$ cat src/rtl/pc_reg_pkg.sv
// Shared definitions for the program-counter stage: sequencer state encoding and default width.
package pc_reg_pkg;

   localparam int unsigned PcDefaultAddrWidth = 4;

   typedef enum logic [1:0] {
      StStart  = 2'd0,
      StRun    = 2'd1,
      StBubble = 2'd2,
      StHalted = 2'd3
   } pc_state_e;

endpackage

$ cat src/rtl/pc_reg_ret_stack.sv
// Return-address LIFO for the program counter; push/pop are ignored when full/empty.
module pc_reg_ret_stack
   import pc_reg_pkg::*;
#(
   parameter int unsigned AddrWidth = PcDefaultAddrWidth,
   parameter int unsigned Depth     = 4
) (
   input  logic                 clk_i,
   input  logic                 rst_ni,
   input  logic                 push_i,
   input  logic                 pop_i,
   input  logic [AddrWidth-1:0] push_data_i,
   output logic [AddrWidth-1:0] top_o,
   output logic                 full_o,
   output logic                 empty_o
);

   localparam int unsigned PtrW = $clog2(Depth);
   localparam int unsigned CntW = PtrW + 1;

   logic [AddrWidth-1:0] mem_q [Depth];
   logic [AddrWidth-1:0] mem_d [Depth];
   logic [CntW-1:0]      count_q, count_d;
   logic [PtrW-1:0]      wr_idx, top_idx;

   assign wr_idx  = count_q[PtrW-1:0];
   assign top_idx = PtrW'(count_q - CntW'(1));
   assign top_o   = mem_q[top_idx];
   assign full_o  = (count_q == CntW'(Depth));
   assign empty_o = (count_q == '0);

   always_comb begin
      mem_d   = mem_q;
      count_d = count_q;
      if (push_i && !full_o) begin
         mem_d[wr_idx] = push_data_i;
         count_d       = count_q + CntW'(1);
      end else if (pop_i && !empty_o) begin
         count_d = count_q - CntW'(1);
      end
   end

   always_ff @(posedge clk_i) begin
      if (!rst_ni) begin
         count_q <= '0;
      end else begin
         count_q <= count_d;
      end
   end

   // Storage needs no reset: entries are only read below the count.
   always_ff @(posedge clk_i) begin
      mem_q <= mem_d;
   end

endmodule

$ cat src/rtl/pc_reg.sv
// Program-counter register stage with START/RUN/BUBBLE/HALTED sequencing and wrap detection.
// Optional return-address stack enabled by defining PC_CALL_STACK_EN.
module pc_reg
   import pc_reg_pkg::*;
#(
   parameter int unsigned           ADDR_WIDTH  = PcDefaultAddrWidth,
   parameter logic [ADDR_WIDTH-1:0] RESET_ADDR  = '0
`ifdef PC_CALL_STACK_EN
   ,
   parameter int unsigned           STACK_DEPTH = 4
`endif
) (
   input  logic                  clk_in,
   input  logic                  rst_n_in,
   input  logic                  en_in,
   input  logic                  load_in,
   input  logic [ADDR_WIDTH-1:0] load_addr_in,
   input  logic                  halt_in,
   output logic [ADDR_WIDTH-1:0] pc_out,
   output logic [ADDR_WIDTH-1:0] pc_next_out,
   output logic                  valid_out,
   output logic                  wrap_out
`ifdef PC_CALL_STACK_EN
   ,
   input  logic                  call_in,
   input  logic                  ret_in,
   output logic                  stack_err_out
`endif
);

   pc_state_e             state_q, state_d;
   logic [ADDR_WIDTH-1:0] pc_q, pc_d;
   logic                  valid_q, valid_d;
   logic                  wrap_q, wrap_d;

   assign pc_out      = pc_q;
   assign pc_next_out = pc_q + ADDR_WIDTH'(1);
   assign valid_out   = valid_q;
   assign wrap_out    = wrap_q;

`ifdef PC_CALL_STACK_EN
   logic                  stk_push, stk_pop, stk_full, stk_empty;
   logic [ADDR_WIDTH-1:0] stk_top;
   logic                  err_q, err_d;

   assign stack_err_out = err_q;

   pc_reg_ret_stack #(
      .AddrWidth (ADDR_WIDTH),
      .Depth     (STACK_DEPTH)
   ) u_ret_stack (
      .clk_i       (clk_in),
      .rst_ni      (rst_n_in),
      .push_i      (stk_push),
      .pop_i       (stk_pop),
      .push_data_i (pc_next_out),
      .top_o       (stk_top),
      .full_o      (stk_full),
      .empty_o     (stk_empty)
   );
`endif

   always_comb begin
      state_d = state_q;
      pc_d    = pc_q;
      wrap_d  = 1'b0;
`ifdef PC_CALL_STACK_EN
      stk_push = 1'b0;
      stk_pop  = 1'b0;
      err_d    = err_q;
`endif
      unique case (state_q)
         StStart, StBubble: state_d = StRun;
         StRun: begin
`ifdef PC_CALL_STACK_EN
            if (ret_in) begin
               state_d = StBubble;
               if (stk_empty) begin
                  pc_d  = RESET_ADDR;
                  err_d = 1'b1;
               end else begin
                  pc_d    = stk_top;
                  stk_pop = 1'b1;
               end
            end else if (call_in) begin
               state_d = StBubble;
               pc_d    = load_addr_in;
               // A call into a full stack still jumps; only the return address is lost.
               if (stk_full) begin
                  err_d = 1'b1;
               end else begin
                  stk_push = 1'b1;
               end
            end else
`endif
            if (load_in) begin
               state_d = StBubble;
               pc_d    = load_addr_in;
            end else if (en_in) begin
               pc_d   = pc_next_out;
               wrap_d = &pc_q;
            end
         end
         StHalted: state_d = StHalted;
         default:  state_d = StHalted;
      endcase
      // Halt outranks every other event and freezes the PC.
      if (halt_in) begin
         state_d = StHalted;
         pc_d    = pc_q;
         wrap_d  = 1'b0;
`ifdef PC_CALL_STACK_EN
         stk_push = 1'b0;
         stk_pop  = 1'b0;
         err_d    = err_q;
`endif
      end
      valid_d = (state_d == StRun);
   end

   always_ff @(posedge clk_in) begin
      if (!rst_n_in) begin
         state_q <= StStart;
         pc_q    <= RESET_ADDR;
         valid_q <= 1'b0;
         wrap_q  <= 1'b0;
`ifdef PC_CALL_STACK_EN
         err_q   <= 1'b0;
`endif
      end else begin
         state_q <= state_d;
         pc_q    <= pc_d;
         valid_q <= valid_d;
         wrap_q  <= wrap_d;
`ifdef PC_CALL_STACK_EN
         err_q   <= err_d;
`endif
      end
   end

endmodule

$ cat config.mk
export PLATFORM = sky130hd
export DESIGN_NAME = pc_reg
export DESIGN_NICKNAME = d
export VERILOG_FILES = /design/src/rtl/pc_reg_pkg.sv /design/src/rtl/pc_reg_ret_stack.sv /design/src/rtl/pc_reg.sv
export SDC_FILE = /design/constraint.sdc
export NUM_CORES = 1
export LEC_CHECK = 0
export CAP_MARGIN = 20
export CORE_AREA = 10 10 47 49
export DETAILED_ROUTE_END_ITERATION = 10
export DIE_AREA = 0 0 57 59
export MAX_ROUTING_LAYER = met4
export PLACE_DENSITY_LB_ADDON = 0.2
export SLEW_MARGIN = 30
export SYNTH_ARGS = -nofsm -noshare
export SYNTH_HDL_FRONTEND = slang
export SYNTH_SLANG_ARGS = --single-unit
$ cat constraint.sdc
create_clock -name clk_in -period 2.1 [get_ports clk_in]
set_input_delay 0.42 -clock clk_in [delete_from_list [all_inputs] [get_ports clk_in]]
set_output_delay 0.42 -clock clk_in [all_outputs]
set_load 0.01 [all_outputs]
# After elaboration in Yosys (flattened, before gate mapping)
# Cells that the tools add are included.
[word_totals] register_bits=8 input_bits=9 elab_cells=24
[classes] n_addsub=1 eq_ne=4 mux=5 n_bitwise=4 n_reduce_logical=6
[op_table] cell="$mux W4" count=2
[op_table] cell="$pmux W2 S3" count=1
[op_table] cell="$reduce_or A5 Y1" count=1
[op_table] cell="$add A4 B1 Y4 const B" count=1
[op_table] cell="$eq A2 B1 Y1 const B" count=2
[op_table] cell="$eq A2 B2 Y1 const B" count=2
[op_table] cell="$mux W2" count=2
[op_table] cell="$not A1 Y1" count=4
[op_table] cell="$reduce_and A4 Y1" count=1
[op_table] cell="$reduce_and A3 Y1" count=1
[op_table] cell="$logic_not A2 Y1" count=1
[op_table] cell="$reduce_bool A2 Y1" count=1
[op_table] cell="$reduce_or A2 Y1" count=1

# Logic depth before layout (Yosys ltp)
# Gate-level depths: netlist of the first run.
[logic_depth] ltp_word=5 mapped_depth=4 depth_no_buf=4

# Worst setup path before layout of the first run
# OpenSTA, ideal clock, no wires.
[synth_timing] path_kind="input -> register" startpoint="input port halt_in" endpoint="register pc_q[0] (netlist: pc_out[0])" setup_ns=0.074 arrival_ns=1.490 path_slack_ns=0.535 stages=4 path_buffers=1 cell_sequence="or3b_1 -> buf_2 -> or4_1 -> a31oi_1"
[synth_via] elab_chain_len=2
[synth_lines] item="from (decl)" line_no="pc_reg.sv:18" rtl="input logic halt_in,"
[synth_lines] item="$not A1 Y1 (no source line)"
[synth_lines] item="$reduce_and A3 Y1 (no source line)"
[synth_lines] item="to (signal assigned)" line_no="pc_reg.sv:132" rtl="pc_q <= pc_d;"
[synth_lines] item="to (decl)" line_no="pc_reg.sv:32" rtl="logic [ADDR_WIDTH-1:0] pc_q, pc_d;"
# Every way passes these cells.
# A chain may end at the register's enable or synchronous reset.

# Worst setup path after layout of the first run
[layout_timing] startpoint="register pc_q[2] (netlist: pc_out[2])" endpoint="output port pc_next_out[3]"
[layout_via] elab_chain_len=1
[layout_lines] item="$add A4 B1 Y4" line_no="pc_reg.sv:37" rtl="assign pc_next_out = pc_q + ADDR_WIDTH'(1);"
[layout_lines] item="to (decl)" line_no="pc_reg.sv:20" rtl="output logic [ADDR_WIDTH-1:0] pc_next_out,"
# Every way passes these cells.

==> metrics.cfg, run 1 <==
[run_status]
status=complete, no violations

[yosys]
synth_mux_area_share_pct=2.51
synthAdderAreaFrac_pct=3.13
ys_seq_elements=8
synth_top_family_by_area=simple AND/OR/NAND/NOR gates
synth_nets=56
ys.flop_type=dfxtp_1
synth_top_area_share_pct=40.1
syn_area_per_cell_um2=8.68
synth_area_um2=399
synth_top_cell_by_area=dfxtp_1
synthTopCellsByArea=dfxtp_1 (40%), o311ai_0 (4.4%), xor2_1 (4.4%)
synth_edf_count=0
synth-compound-area-share_pct=19.1
synth-seq-area-share_pct=40.1
syn_inst=46
synth_xor_area_share_pct=4.39
synth_cell_type_count=25
async_reset_ff_share_pct=0
yosys_warnings=0
synthSimpleGateAreaFrac_pct=24.8

[global_route]
use_met2_pct=11.3
grt_pass1_wl_um=1980
met1_usage_pct=7.95
antenna_found_initial=0
met3_usage_pct=5.58
grt-ovfl-total=0
grt_max_degree=9
track_usage_pct=7.50
grt.busiest_layer=met2
grt_pass1_vias=433

[power_and_ir_drop]
power.density_nw_per_um2=544
p_leak_nw=0.256
ir_drop_uv=389

[critical_path]
cp.arrival_ns=1.56
crit_chain=nand3_1 -> xor2_1 -> inv_1 -> clkdlybuf4s50_1
cp_slowest_cell=clkdlybuf4s50_1
r2r_cells=3
path_max_fanout=6
required_ns=1.68
crit_path_max_incr_delay_ns=0.52
path_class=reg -> out
critPathLaunchType=flop
cp-end-kind=output pin

[place]
post-place-ws_ns=0.0812
place_hpwl_um=880
dp.cells=81
gp_congestion=0.760
portBuffers=18

[die]
initial_utilization_pct=28.5
row_count=14
die_x_um=57
die_h_um=59
ios=19
coreArea_um2=1400
die-area_um2=3360

[cts]
cts_setup_buffers=0
clk_path_buf_depth=2
cts_tree=done
clk_latency_ns=0.25
clock-sinks=8
clock-root-buffer=clkbuf_4
clkTransAtPathRegs_ns=0.06
cts_buffers=3
cts-htree-levels=1
hold_buffers=0

[sta]
finalHoldViolCount=0
drv_slew=0
clock_skew_ns=0.00455
min_period_ns=1.98
min_period_over_period_pct=94.1
setup_viol=0
setup_slack_ns=0.124
fmax_mhz=506
holdWs_ns=0.484
tightestPinTransition_ns=0.297
fin_setup_tns_ns=0
rsz0062_at_grt=false
maxSlewHeadroom_pct=80.0

[final_layout]
layout.nets=80
antenna_cells=0
area_growth_pct=59.9
layout-drive-gt1-share_pct=13.2
fin_cells=84

[flow_run]
maxCapViolCount=0

[route]
dr.pass1.iters=4
finalWirelength_um=1110
drc=0
vias_per_cell=4.96
dr_total_vias=417
ant_nets=0
drt-initial-drc-count=6
wl_per_cell_um=13.2

[hold_path]
hold_depth=2
min_path_type=reg -> reg

[power by group]
group	total [W]	leakage, nW	internal (W)	switching (W)
Combinational	0.0000657	0.176	0.0000386	0.0000272
Sequential	0.000164	0.0660	0.000159	0.00000547
Clock	0.000117	0.0138	0.0000654	0.0000516
[state kept, by name, summed over array words and instances, names as in the netlist]
signal and flops:
wrap_out 1, state_q 2, valid_out 1, pc_out 4
[cell usage after synthesis (all sizes together) (2+ instances only)]
master,number
xor2,2
o21ai,3
nor3,2
nor3b,2
dfxtp,8
nor2,4
a21oi,3
inv,3
buf,2
o311ai,2
nand3,2
[cells in the final DEF, fill, tap and decap left out, types with 3 or more instances in the layout]
| master | netlist | layout |
|---|---|---|
| a21oi_1 | 3 | 3 |
| clkbuf_4 | 0 | 3 |
| inv_1 | 3 | 3 |
| nor2_1 | 4 | 4 |
| o21ai_0 | 3 | 3 |
| dfxtp_1 | 8 | 7 |
| buf_4 | 1 | 3 |
| clkdlybuf4s50_1 | 0 | 17 |
[critical path: cells and delay by family (launching register included)]
family,cells,cell delay (ns)
xor gates and xnor gates,1,0.16
buffers and inverters,2,0.58
DFF,1,0.43
and+or+nand+nor,1,0.13
[cells by family after synthesis]
group / Yosys count
compound gates: 12
xor+xnor: 2
fa+ha+maj: 1
buf+inv: 5
flops: 8
mux: 1
simple gates: 17
[what timing repair did]
item	CTS	global route
gates resized for setup	0	3
endpoints found under the hold margin	0	0
setup endpoints to repair	0	1
[through the flow]
stage	utilization [%]	total power [W]	cell area (um^2)
floorplan	-	0.000193	399
global placement	43.5	0.000233	609
detailed placement	43.5	0.000233	609
CTS	45.1	0.000351	632
global route	45.5	0.000371	638
finish	45.5	0.000347	638
[layout make-up]
cell class	instances	area, um^2
Multi-Input combinational cell	33	218
Fill cell	149	763
Timing Repair Buffer	21	205
Clock buffer	3	22.5
Inverter	3	11.3
Sequential cell	8	161
Tap cell	16	20.0
[layer usage]
metal  vias to the layer above  routed length, um  share of wire, %
li1                        215                  -                 -
met1                       188                468                42
met2                        14                527                48
met3                         0                112                10
met4                         0                  0                 0
met5                         -                  0                 0
[final timing paths]
path / start / endpoint / slack [ns]
max reg2reg: state_q[1]$_SDFF_PN0_ / pc_out[0]$_SDFFE_PN0P_ / 0.58
max: pc_out[2]$_SDFFE_PN0P_ / pc_next_out[3] / 0.12
min: pc_out[3]$_SDFFE_PN0P_ / wrap_out$_SDFF_PP0_ / 0.48
min reg2reg: pc_out[3]$_SDFFE_PN0P_ / wrap_out$_SDFF_PP0_ / 0.48
Power figures use the tool's default switching activity.
==> run 2: changes to the inputs <==
Settings changed: DONT_BUFFER_PORTS set to 1.
==> run 2 against run 1 <==
  * First-iteration DRC count rose to 4.0 times the previous value
  * Flip-flop and latch count unchanged
  * Largest cell class unchanged
  * Utilization down 14 points
  * Power down 10%
  * Non-clock buffer count down 20
  * Worst setup slack better by 0.27 ns
  * Routed wire length down 4.8%
  * Critical path type unchanged
==> metrics.cfg, run 2 (synthesis gave the netlist of run 1 again) <==
[route]
dr_total_vias=357  ; -14%
vias_per_cell=5.58  ; +12%
wl_per_cell_um=16.5  ; +25%
drt-initial-drc-count=24  ; +18
dr.pass1.iters=4  ; unchanged
finalWirelength_um=1060  ; -4.8%
drc=0  ; unchanged
ant_nets=0  ; unchanged

[critical_path]
crit_path_max_incr_delay_ns=0.48  ; -0.04 ns
reg2reg_from=state_q[1]$_SDFF_PN0_
path_delay_family=flip-flops
cp_slowest_cell=dfxtp_1
crit_chain=ha_1 -> xor2_1
cp-end-kind=output pin
path_max_fanout=6  ; unchanged
path_class=reg -> out
critPathLaunchType=flop
cp.arrival_ns=1.29  ; -0.27 ns
required_ns=1.68  ; about the same
cp_num_buf_inv=0  ; -2
cp-startpoint=pc_out[0]$_SDFFE_PN0P_

[sta]
holdWs_ns=0.246  ; -0.238 ns
fin_setup_tns_ns=0  ; unchanged
setup_viol=0  ; unchanged
tightestPinTransition_ns=0.321  ; +0.0237 ns
finalHoldViolCount=0  ; unchanged
rsz0062_at_grt=false
drv_slew=0  ; unchanged
min_period_over_period_pct=81.2  ; -13 points
min_period_ns=1.71  ; -0.271 ns
fmax_mhz=586  ; +16%
clock_skew_ns=0.00733  ; +0.00278 ns
maxSlewHeadroom_pct=78.5  ; -1.4 points

[cts]
postCtsResizedCells=0  ; unchanged
clock-root-buffer=clkbuf_4
clk_path_buf_depth=2  ; unchanged
cts-htree-levels=1  ; unchanged
clk_latency_ns=0.25  ; about the same
cts_setup_buffers=0  ; unchanged
cts_tree=done
clock-sinks=8  ; unchanged
hold_buffers=0  ; unchanged
cts_buffers=3  ; unchanged
clkTransAtPathRegs_ns=0.05  ; about the same

[final_layout]
layout-drive-gt1-share_pct=10.4  ; -2.8 points
fin_area_um2=437  ; -32%
antenna_cells=0  ; unchanged
area_growth_pct=9.40
largest_reg_flops=4  ; unchanged
layout.nets=60  ; -25%
num-fill-cells=166  ; +11%
mostFrequentLayoutCells=dfxtp_1 (8), nor2_1 (4)
mostFrequentLayoutCell=dfxtp_1

[die]
coreArea_um2=1400  ; unchanged
die_h_um=59  ; unchanged
row_count=14  ; unchanged
die-area_um2=3360  ; unchanged
ios=19  ; unchanged
initial_utilization_pct=28.5  ; unchanged
die_x_um=57  ; unchanged

[global_route]
grt_pass1_wl_um=1770  ; -11%
track_usage_pct=6.99  ; -0.52 points
grt_max_degree=14  ; +5
antenna_found_initial=0  ; unchanged
grt_pass1_vias=353  ; -18%
grt-ovfl-total=0  ; unchanged

[power_and_ir_drop]
power.density_nw_per_um2=711  ; +31%
p_leak_nw=0.164  ; -36%
ir_drop_uv=281  ; -28%
total_power_w=0.000311  ; -10%

[place]
portBuffers=0  ; -18
dpl-instance-area_um2=414  ; -32%
place_hpwl_um=831  ; -5.6%
gp_congestion=0.690  ; -9.2%

[run_status]
status=complete, no violations

[hold_path]
min-delay-start=halt_in
min_path_type=in -> reg

[flow_run]
maxCapViolCount=0  ; unchanged

-- run 2: stage by stage --
stage,std cells,utilization (%),worst slack (ns)
3_5_place_dp,61,29.6,0.505
2_1_floorplan,46,-,0.535
4_1_cts,64,31.2,0.359
3_3_place_gp,61,29.6,0.535
6_report,64,31.2,0.394
5_1_grt,64,31.2,0.246
-- run 2: worst paths after layout --
kind	end	slack (ns)	depth (start not counted)
worst max-delay path	pc_next_out[2]	0.39	2
worst min register to register	wrap_out$_SDFF_PP0_	0.54	2
worst min-delay path	valid_out$_SDFF_PN0_	0.25	1
worst max register to register	pc_out[0]$_SDFFE_PN0P_	0.58	3
-- run 2: final cells by class --
cell class	instances	area, um^2	area share [%]
clock buffer	3	22.5	5.16
timing repair buffer	1	7.51	1.72
sequential	8	160	36.7
tap	16	20.0	4.58
inverter	3	11.3	2.58
multi-input combinational	33	215	49.3
-- run 2: layer usage --
layer	vias up	global-route usage [%]	wire length (um)
met3	2	4.94	129
met1	163	6.56	380
met2	15	10.9	538
met4	0	3.02	8
li1	177	-	-
met5	-	-	0
-- run 2: where the power goes --
| group | switching [W] | internal, W |
|---|---|---|
| sequential | 0.00000805 | 0.000158 |
| combinational | 0.0000144 | 0.0000119 |
| clock | 0.0000523 | 0.0000654 |
| total | 0.0000748 | 0.000236 |
==> run 3: changes to the inputs <==
Clock period 2.1 ns to 1.4 ns, I/O delays scaled along.
==> run 3 against run 2 <==
  * The run now ends with negative setup slack left
  * Final cell count is 13% higher
  * Combinational power grew to 2.6 times the previous value
  * Routed wire length grew 4.2%
  * Non-clock buffer count grew 8
  * Largest power group unchanged
  * Hold slack worse by 0.15 ns
  * First-iteration DRC count shrank 75%
  * Worst setup slack lost 0.43 ns
  * Utilization increased by 7.3 points
  * Clock power rose by 53%
  * Via count increased by 11%
  * Critical path type is now reg -> reg
  * Die area unchanged
  * Sequential power grew 47%
==> metrics.cfg, run 3 (synthesis gave the netlist of run 1 again) <==
[global_route]
grt_pass1_wl_um=1860  ; +5.5%
grt_pass1_vias=375  ; +6.2%
track_usage_pct=7.43  ; +0.44 points
grt-ovfl-total=0  ; unchanged
antenna_found_initial=0  ; unchanged
grt_max_degree=14  ; unchanged

[critical_path]
path_class=reg -> reg
r2r_end=pc_out[0]$_SDFFE_PN0P_
rrSetupSlack_ns=-0.03  ; -0.61 ns
crit_path_max_incr_delay_ns=0.48  ; about the same
critPathLaunchType=flop
path_max_fanout=6  ; unchanged
cp.arrival_ns=1.61  ; +0.32 ns
cp_slowest_cell=or4_4
cp-end-kind=flop
required_ns=1.58  ; -0.10 ns
crit_chain=or3b_4 -> or4_4 -> a31oi_1
reg2reg_from=state_q[0]$_SDFF_PN0_
r2r_cells=3  ; unchanged

[final_layout]
fin_cells=72  ; +13%
layout-drive-gt1-share_pct=41.1  ; +31 points
largest_reg_flops=4  ; unchanged
antenna_cells=0  ; unchanged
area_growth_pct=35.1
mostFrequentLayoutCell=buf_4
layout.nets=68  ; +13%
mostFrequentLayoutCells=buf_4 (8), dfxtp_1 (7), nor2_1 (4), o21ai_0 (3), clkbuf_4 (3)
utilization_pct=38.5  ; +7.3 points

[cts]
hold_buffers=0  ; unchanged
cts_buffers=3  ; unchanged
clock-sinks=8  ; unchanged
cts-htree-levels=1  ; unchanged
clock-root-buffer=clkbuf_4
cts_tree=done
clk_latency_ns=0.26  ; about the same
clkTransAtPathRegs_ns=0.05  ; about the same
clk_path_buf_depth=2  ; unchanged

[run_status]
violations=negative setup slack
status=finished, violations left

[route]
drc=0  ; unchanged
wl_per_cell_um=15.3  ; -7.4%
drt-initial-drc-count=6  ; -75%
finalWirelength_um=1100  ; +4.2%
vias_per_cell=5.50  ; -1.4%
ant_nets=0  ; unchanged
dr_total_vias=396  ; +11%
dr.pass1.iters=4  ; unchanged

[sta]
min_period_over_period_pct=102
setup_viol=1  ; +1
maxSlewHeadroom_pct=78.2  ; -0.35 points
rsz0062_at_grt=true
drv_slew=0  ; unchanged
holdWs_ns=0.0992  ; -0.147 ns
clock_skew_ns=0.00441  ; -0.00292 ns
tightestPinTransition_ns=0.326  ; +0.00528 ns
fmax_mhz=699
finalHoldViolCount=0  ; unchanged
min_period_ns=1.43
setup_slack_ns=-0.0309  ; -0.425 ns

[power_and_ir_drop]
power.density_nw_per_um2=915  ; +29%
p_leak_nw=0.206  ; +26%
ir_drop_uv=570  ; +100%

[die]
row_count=14  ; unchanged
die_x_um=57  ; unchanged
ios=19  ; unchanged
coreArea_um2=1400  ; unchanged
die_h_um=59  ; unchanged
initial_utilization_pct=28.5  ; unchanged
die-area_um2=3360  ; unchanged

[place]
portBuffers=0  ; unchanged
dp.cells=68  ; +11%
place_hpwl_um=847  ; +1.9%
gp_congestion=0.698  ; +1.1%

[flow_run]
maxCapViolCount=0  ; unchanged

[hold_path]
min_path_type=in -> reg
hold_depth=1  ; unchanged
min_to=valid_out$_SDFF_PN0_
min-delay-start=halt_in

==> run 3: report_power, final <==
group          switching, W  total [W]  internal (W)  leakage, nW
sequential       0.00000709   0.000245      0.000238       0.0656
combinational     0.0000324  0.0000685     0.0000361        0.127
clock             0.0000815   0.000180     0.0000983       0.0138
total              0.000121   0.000493      0.000372        0.206
==> run 3: routing by layer <==
metal	share of wire, %	GRT usage [%]	up-vias	wire length (um)
met3	13	6.44	2	138
li1	-	-	194	-
met2	49	10.9	14	540
met1	37	6.91	186	409
met5	0	-	-	0
met4	0.91	3.02	0	10
==> run 3: repair_timing <==
| item | in CTS | in global routing |
|---|---|---|
| endpoints found under the setup margin | 3 | 5 |
| resized for setup | 4 | 8 |
| pin swaps | 0 | 3 |
| setup buffers | 0 | 1 |
==> run 3: per-stage QoR <==
stage | power, W | worst slack [ns] | cell area [um^2] | setup TNS [ns]
after floorplan | 0.000289 | -0.0643 | 399 | -0.0924
after global placement | 0.000310 | -0.0297 | 467 | -0.0442
after detailed placement | 0.000310 | -0.0589 | 467 | -0.0776
after CTS | 0.000498 | -0.0404 | 508 | -0.0404
after global routing | 0.000537 | -0.0748 | 539 | -0.127
final | 0.000493 | -0.0309 | 539 | -0.0309
==> run 3: how the worst max path moves through the flow <==
stage,from,end,slack (ns),depth (start not counted)
6_report,state_q[0]$_SDFF_PN0_,pc_out[0]$_SDFFE_PN0P_,-0.03,3
5_1_grt,state_q[0]$_SDFF_PN0_,pc_out[0]$_SDFFE_PN0P_,-0.07,3
4_1_cts,state_q[1]$_SDFF_PN0_,pc_out[0]$_SDFFE_PN0P_,-0.04,3
3_5_place_dp,state_q[1]$_SDFF_PN0_,pc_out[0]$_SDFFE_PN0P_,-0.06,3
3_3_place_gp,state_q[1]$_SDFF_PN0_,pc_out[0]$_SDFFE_PN0P_,-0.03,3
2_1_floorplan,state_q[1]$_SDFF_PN0_,pc_out[0]$_SDFFE_PN0P_,-0.06,4
==> run 3: critical path, delay by kind of cell (launching register included) <==
kind	cells	cell delay, ns
simple gates	2	0.88
compound gates	1	0.16
flops	1	0.32
==> run 3: final cells by class <==
class                           instances  area, um^2
Timing Repair Buffer                    9        71.3
Fill cell                             154         862
Clock buffer                            3        22.5
Multi-Input combinational cell         33         253
Sequential cell                         8         161
Tap cell                               16        20.0
Inverter                                3        11.3
